## src/rtl/data_mem_pkg.sv

```systemverilog
// data_mem_pkg: size and state encodings shared by the load/store controller
package data_mem_pkg;
  localparam logic [1:0] SIZE_BYTE = 2'b00;
  localparam logic [1:0] SIZE_HALF = 2'b01;
  localparam logic [1:0] SIZE_WORD = 2'b10;
  typedef enum logic [1:0] {IDLE, LOAD, RMW} state_t;
endpackage

```

## src/rtl/dmem_lane_align.sv

```systemverilog
// dmem_lane_align: load extract/extend (rdata,lane,size,uns -> ld_data) and store merge (rdata,wdata,lane,size -> st_data)
module dmem_lane_align
  import data_mem_pkg::*;
(
  input  logic [31:0] rdata,
  input  logic [15:0] wdata,
  input  logic [1:0]  lane,
  input  logic [1:0]  size,
  input  logic        uns,
  output logic [31:0] ld_data,
  output logic [31:0] st_data
);
  logic [7:0]  b;
  logic [15:0] h;
  assign b = rdata[{lane, 3'b000} +: 8];
  assign h = rdata[{lane[1], 4'b0000} +: 16];
  assign ld_data = size == SIZE_BYTE ? {{24{b[7] & ~uns}}, b} :
                   size == SIZE_HALF ? {{16{h[15] & ~uns}}, h} : rdata;
  always_comb begin
    st_data = rdata;
    if (size == SIZE_BYTE) st_data[{lane, 3'b000} +: 8] = wdata[7:0];
    else st_data[{lane[1], 4'b0000} +: 16] = wdata;
  end
endmodule

```

## src/rtl/data_mem_lsu.sv

```systemverilog
// data_mem_lsu: byte/half/word load-store controller onto a word-addressed registered-read memory (req_* in, rsp_* out, mem_* to memory)
module data_mem_lsu
  import data_mem_pkg::*;
#(
  parameter int ADDR_WIDTH = 8,
  parameter int DATA_WIDTH = 32
) (
  input  logic                  clk,
  input  logic                  rst,
  input  logic                  req_valid,
  output logic                  req_ready,
  input  logic                  req_we,
  input  logic [1:0]            req_size,
  input  logic                  req_unsigned,
  input  logic [ADDR_WIDTH+1:0] req_addr,
  input  logic [DATA_WIDTH-1:0] req_wdata,
  output logic                  rsp_valid,
  output logic [DATA_WIDTH-1:0] rsp_rdata,
  output logic                  rsp_misaligned,
  output logic                  mem_we,
  output logic [ADDR_WIDTH-1:0] mem_addr,
  output logic [DATA_WIDTH-1:0] mem_wdata,
  input  logic [DATA_WIDTH-1:0] mem_rdata
);
  state_t                state, state_d;
  logic [ADDR_WIDTH-1:0] addr_q;
  logic [1:0]            lane_q, size_q;
  logic                  uns_q;
  logic [15:0]           wdata_q;
  logic                  accept, mis, go, word_st;
  logic [DATA_WIDTH-1:0] ld_data, st_data;
  assign req_ready = state == IDLE && !rst;
  assign accept = req_valid && req_ready;
  assign mis = req_size == 2'b11 || (req_size == SIZE_HALF && req_addr[0]) ||
               (req_size == SIZE_WORD && req_addr[1:0] != 2'b00);
  assign go = accept && !mis;
  assign word_st = req_we && req_size == SIZE_WORD;
  dmem_lane_align u_align (
    .rdata(mem_rdata),
    .wdata(wdata_q),
    .lane(lane_q),
    .size(size_q),
    .uns(uns_q),
    .ld_data(ld_data),
    .st_data(st_data)
  );
  always_comb begin
    mem_addr = state == RMW ? addr_q : req_addr[ADDR_WIDTH+1:2];
    mem_we = !rst && (state == RMW || (go && word_st));
    mem_wdata = state == RMW ? st_data : req_wdata;
    state_d = state == IDLE && go && !req_we ? LOAD :
              state == IDLE && go && !word_st ? RMW : IDLE;
  end
  always_ff @(posedge clk) begin
    if (rst) begin
      state <= IDLE;
      rsp_valid <= 1'b0;
      rsp_rdata <= '0;
      rsp_misaligned <= 1'b0;
    end else begin
      state <= state_d;
      rsp_valid <= state != IDLE || (accept && (mis || word_st));
      rsp_rdata <= state == LOAD ? ld_data : '0;
      rsp_misaligned <= accept && mis;
    end
  end
  always_ff @(posedge clk) begin
    if (go) begin
      addr_q <= req_addr[ADDR_WIDTH+1:2];
      lane_q <= req_addr[1:0];
      size_q <= req_size;
      uns_q <= req_unsigned;
      wdata_q <= req_wdata[15:0];
    end
  end
endmodule

```

## config.mk

```make
export PLATFORM = sky130hd
export DESIGN_NAME = data_mem_lsu
export DESIGN_NICKNAME = d
export VERILOG_FILES = /design/src/rtl/data_mem_pkg.sv /design/src/rtl/dmem_lane_align.sv /design/src/rtl/data_mem_lsu.sv
export SDC_FILE = /design/constraint.sdc
export NUM_CORES = 1
export LEC_CHECK = 0
export CORE_ASPECT_RATIO = 0.6
export CORE_UTILIZATION = 40
export DETAILED_ROUTE_END_ITERATION = 12
export PLACE_DENSITY = 0.83
export SLEW_MARGIN = 20
export SYNTH_ARGS = -nofsm -noshare
export SYNTH_HDL_FRONTEND = slang
export SYNTH_SLANG_ARGS = --single-unit
```

## constraint.sdc

```tcl
create_clock -name clk -period 3.3 [get_ports clk]
set_clock_uncertainty 0.15 [all_clocks]
set_input_delay 0.495 -clock clk [delete_from_list [all_inputs] [get_ports clk]]
set_output_delay 0.495 -clock clk [all_outputs]
set_load 0.02 [all_outputs]
```

# After elaboration in Yosys (flattened, before gate mapping)
# Cells that the tools add are included.
[totals]
reg_bits = 65
in_bits = 81
out_inout_bits = 76
wordCells = 65
[classes]
add_sub_neg = 2
eq_ne = 6
shifts = 6
muxes = 9
n_bitwise = 4
n_reduce_logical = 28
[op_table]
columns = ["cell", "count"]
rows = [
  ["32-bit 2-to-1 mux", 4],
  ["32-bit bitwise mux", 2],
  ["16-bit by 7-bit variable shift with 32-bit output (first input constant)", 1],
  ["8-bit by 7-bit variable shift with 32-bit output (first input constant)", 1],
  ["16-bit by 7-bit variable part select with 32-bit output", 1],
  ["32-bit by 6-bit variable part select with 16-bit output", 1],
  ["32-bit by 6-bit variable part select with 8-bit output", 1],
  ["8-bit by 7-bit variable part select with 32-bit output", 1],
  ["5-bit negator with 7-bit output", 2],
  ["1-bit logical AND", 13],
  ["8-bit 2-to-1 mux", 1],
  ["2-bit by 1-bit == test with 1-bit output (second input constant)", 3],
  ["2-bit == test (second input constant)", 3],
  ["1-bit logical OR", 5],
  ["1-bit logical NOT", 4],
  ["2-bit logical NOT", 2],
  ["2-bit nonzero test", 2],
  ["2-bit OR reduction", 2],
  ["1-bit AND", 2],
  ["2-bit 2-to-1 mux", 1],
  ["1-bit inverter", 2],
  ["1-bit 2-to-1 mux", 1],
]

# Logic depth before layout (Yosys ltp)
[depth]
word_depth = 10
depth_mapped = 9
mapped_depth_nobuf = 5

# Cells and area by module
# From an unflattened synthesis, not the netlist that was laid out.
[unflattened]
hier_cells = 368
area_unflattened_um2 = 3991.3
[modules_own_cells]
columns = ["mod", "n_inst", "cells_per_inst", "area_per_inst_um2", "seq_area_each_um2"]
rows = [
  ["data_mem_lsu", 1, 165, 2393.5, 1591.5],
  ["dmem_lane_align", 1, 203, 1597.8, 0.0],
]

# Least setup slack after synthesis
# No wires, ideal clock.
[synth_path]
path_kind = "reg-to-output"
from = "register lane_q[1]"
to = "output mem_wdata[24]"
arrival_time_ns = 2.708
t_required_ns = 2.655
path_slack_ns = -0.053
stages_incl_launch_ff = 10
path_buffers = 4
path_cell_list = "edfxtp_1 > buf_2 > buf_1 > buf_2 > inv_1 > ha_1 > and3b_1 > buf_1 > nand3_1 > a221oi_1"
[synth_between]
elab_chain_cells = 5
word_cells_on_any_way = 10
classes_between = "add/sub: 2; shift: 4; mux: 4"
[synth_rtl]
columns = ["item", "line", "text"]
rows = [
  ["start, declared", "data_mem_lsu.sv:27", "logic [1:0] lane_q, size_q;"],
  ["start signal, assigned", "data_mem_lsu.sv:70", "lane_q <= req_addr[1:0];"],
  ["5-bit negator with 7-bit output (on tied branches)", "dmem_lane_align.sv:22, dmem_lane_align.sv:21", ""],
  ["16-bit by 7-bit variable part select with 32-bit output (tied with other cells)", "dmem_lane_align.sv:22", "else st_data[{lane[1], 4'b0000} +: 16] = wdata;"],
  ["32-bit bitwise mux (on tied branches)", "dmem_lane_align.sv:22, dmem_lane_align.sv:21", ""],
  ["32-bit 2-to-1 mux (*)", "dmem_lane_align.sv:21", "if (size == SIZE_BYTE) st_data[{lane, 3'b000} +: 8] = wdata[7:0];"],
  ["32-bit 2-to-1 mux (*)", "data_mem_lsu.sv:50", "mem_wdata = state == RMW ? st_data : req_wdata;"],
  ["end, declared", "data_mem_lsu.sv:22", "output logic [DATA_WIDTH-1:0] mem_wdata,"],
]
# Every way passes the cells marked *; elsewhere a longest branch is shown, timed or not.

# Final worst setup path
[layout_path]
from = "register lane_q[1]"
to = "output mem_wdata[27]"
# Same word-level chain as after synthesis.

==> run metrics <==
unrepaired setup endpoints after global routing no; Resized cells post-CTS 11; Vias/cell 6.280; Avg Cell Area, Syn 9.151 µm²; postcts setup bufs 0; initial antenna violation count 0; Slew @ Worst Pin 0.7354 ns; Placer Congestion 0.9877; most frequent cells in the layout clkdlybuf4s50_1, nand2_1, dfxtp_1, nor2_1, edfxtp_1; CTS Buffer Depth 2; Final setup viols 0; Final Power 2.188 mW; Layout fillers 748; crit path time final 3.223 ns; Final Max Tran Viols 0; post-synthesis net count 526; Worst-path clk slew 0.06 ns; CP Buf/Inv Count 2; FP Rows 27; Post-Route WL 15.80 mm; TritonCTS buffer count 9; Tcrit/Tclk final 97.65%; DRT iter0 DRCs 566; Post-synth top flop dfxtp_1; Synth Register Bits 65; synthesized cell area 0.004026 mm²; status completed; GRT Util Overall 30.45%; Min-Delay Path Class flop to flop; Post-synth ARST share 0%; Port Buf Inserts 156; CP max FO 8; max-cap violations 0; nature of the critical path endpoint output pin; Area Overhead vs Synth 52.42%; synth top area cells edfxtp_1, dfxtp_1, a221oi_1, mux2i_1, nand2_1; fmax 0.3103 GHz; Worst Setup Start Kind flop; vias in the first global route 4147; largest net degree at the start of global routing 33; Required @ worst endpoint 2.65 ns; EDFF count, synth 29; area share of the largest cell type after synthesis 21.63%; area leader, netlist edfxtp_1; via count 4528; CP Cell Sequence inv_1 > ha_1 > and3b_2 > nand3_1 > a221oi_2 > clkdlybuf4s50_1; setup TNS 0 ns; first-pass GRT wire length 23.75 mm; CP max stage cell clkdlybuf4s50_1; Post-CTS Hold Buffers 0; I/O pins 157; n_diodes 0; cell count after synthesis 440; Final ANT Viol Nets 0; WL/cell 21.92 µm; CTS tree built; final hold viol count 0; Pleak 2.448 nW; Slew headroom 49.71%; layout cells sized above 1 15.40%; Ys Warns 0; HPWL after DPL 11.58 mm; WS Path Type flop to output pin; core area 0.009459 mm²; CP delay by family, top buffers and inverters; clk_lat worst skew 0.33 ns; most common cell after layout, fill and taps aside clkdlybuf4s50_1; die area 0.01048 mm²; DRC 0; CTS sink cnt 65; Synth cell types 37; Initial Util 42.57%; CTS H-tree depth 3; Die Y-Extent 79.72 µm; clock root buffer clkbuf_16; TritonRoute pass-1 iters 9; worst path arrival time 2.58 ns; max incr delay on CP 0.66 ns; grt total ovfl 0; VDD IR-drop max 0.2732 mV; fin nets 672; sequential fraction of the synthesis area 39.53%; die span in x 131.5 µm; Cell Pwr Density 356.6 mW/mm²
tightest hold or removal path: stages, from the launching register on:
cell and delay [ns]:
dfxtp_1 0.40, nor2_1 0.13, a311oi_1 0.09
per-stage QoR:
stage | setup WS (ns) | cell area, µm² | hold slack [ns] | std cells | util, %
6_report | 0.07749 | 6137 | 0.5217 | 721 | 64.88
5_1_grt | 0.001873 | 6137 | 0.5603 | 721 | 64.88
4_1_cts | 0.005340 | 6081 | 0.5063 | 721 | 64.29
3_5_place_dp | 0.2459 | 5821 | 0.4897 | 705 | 61.53
3_3_place_gp | 0.2519 | 5821 | 0.4694 | 705 | 61.53
2_1_floorplan | 0.001528 | 4114 | 0.3974 | 440 | -
kinds of logic after synthesis:
kind of cell               synth area share (%)
adders and majority gates                 1.554
muxes                                     13.33
AOI/OAI and AO/OA                         22.59
buffers and inverters                     5.127
and+or+nand+nor                           17.87
DFF                                       39.53
registers in the layout, indices dropped and copies added (netlist names):
register	cells
addr_q	8
state	2
size_q	2
rsp_rdata	32
wdata_q	16
rsp_valid	1
lane_q	2
uns_q	1
rsp_misaligned	1
cell usage after synthesis, types with 6 or more instances:
library cell  number
mux4_2             8
nand2_1           55
dfxtp_1           36
nor2_1            35
edfxtp_1          29
buf_2              6
nand3_1           28
o21ai_0           29
nor2b_1           10
a21oi_1           22
o211ai_2          10
clkbuf_1          26
a2111oi_0          7
inv_1              8
a221oi_1          32
o211ai_1           7
o22ai_1            8
a31oi_1           11
mux2_2            13
mux2i_1           21
buf_1              7
area by class of cell:
cell class	count	area [µm²]	share of cell area (%)
sequential	65	1592	25.93
clock buffer	10	229.0	3.731
tap	130	162.7	2.650
clock inverter	6	32.53	0.5301
inverter	8	30.03	0.4893
timing repair buffer	176	1750	28.52
multi-input combinational	326	2341	38.14
power by group:
group	total (mW)	leakage, nW	internal (mW)	switching [mW]
logic	0.456	1.76	0.221	0.235
registers	0.875	0.556	0.861	0.0143
clock network	0.857	0.137	0.503	0.354
total	2.19	2.45	1.58	0.604
metal layers:
layer | share of wire, % | routed length [µm] | global-route usage [%] | vias to the layer above
met5 | 0 | 0 | 0 | -
met3 | 13 | 2119 | 8.571 | 45
li1 | - | - | - | 1973
met2 | 42 | 6566 | 42.80 | 394
met1 | 42 | 6708 | 43.58 | 2116
met4 | 2.6 | 408 | 11.86 | 0
worst paths after layout:
path | startpoint | endpoint | slack (ns) | cells past startpoint
max | lane_q[1] | mem_wdata[27] | 0.08 | 6
min | state[0] | rsp_valid | 0.52 | 2
max reg2reg | state[0] | rsp_rdata[0] | 1.05 | 2
min reg2reg | state[0] | rsp_valid | 0.52 | 2
Power figures use the tool's default switching activity.
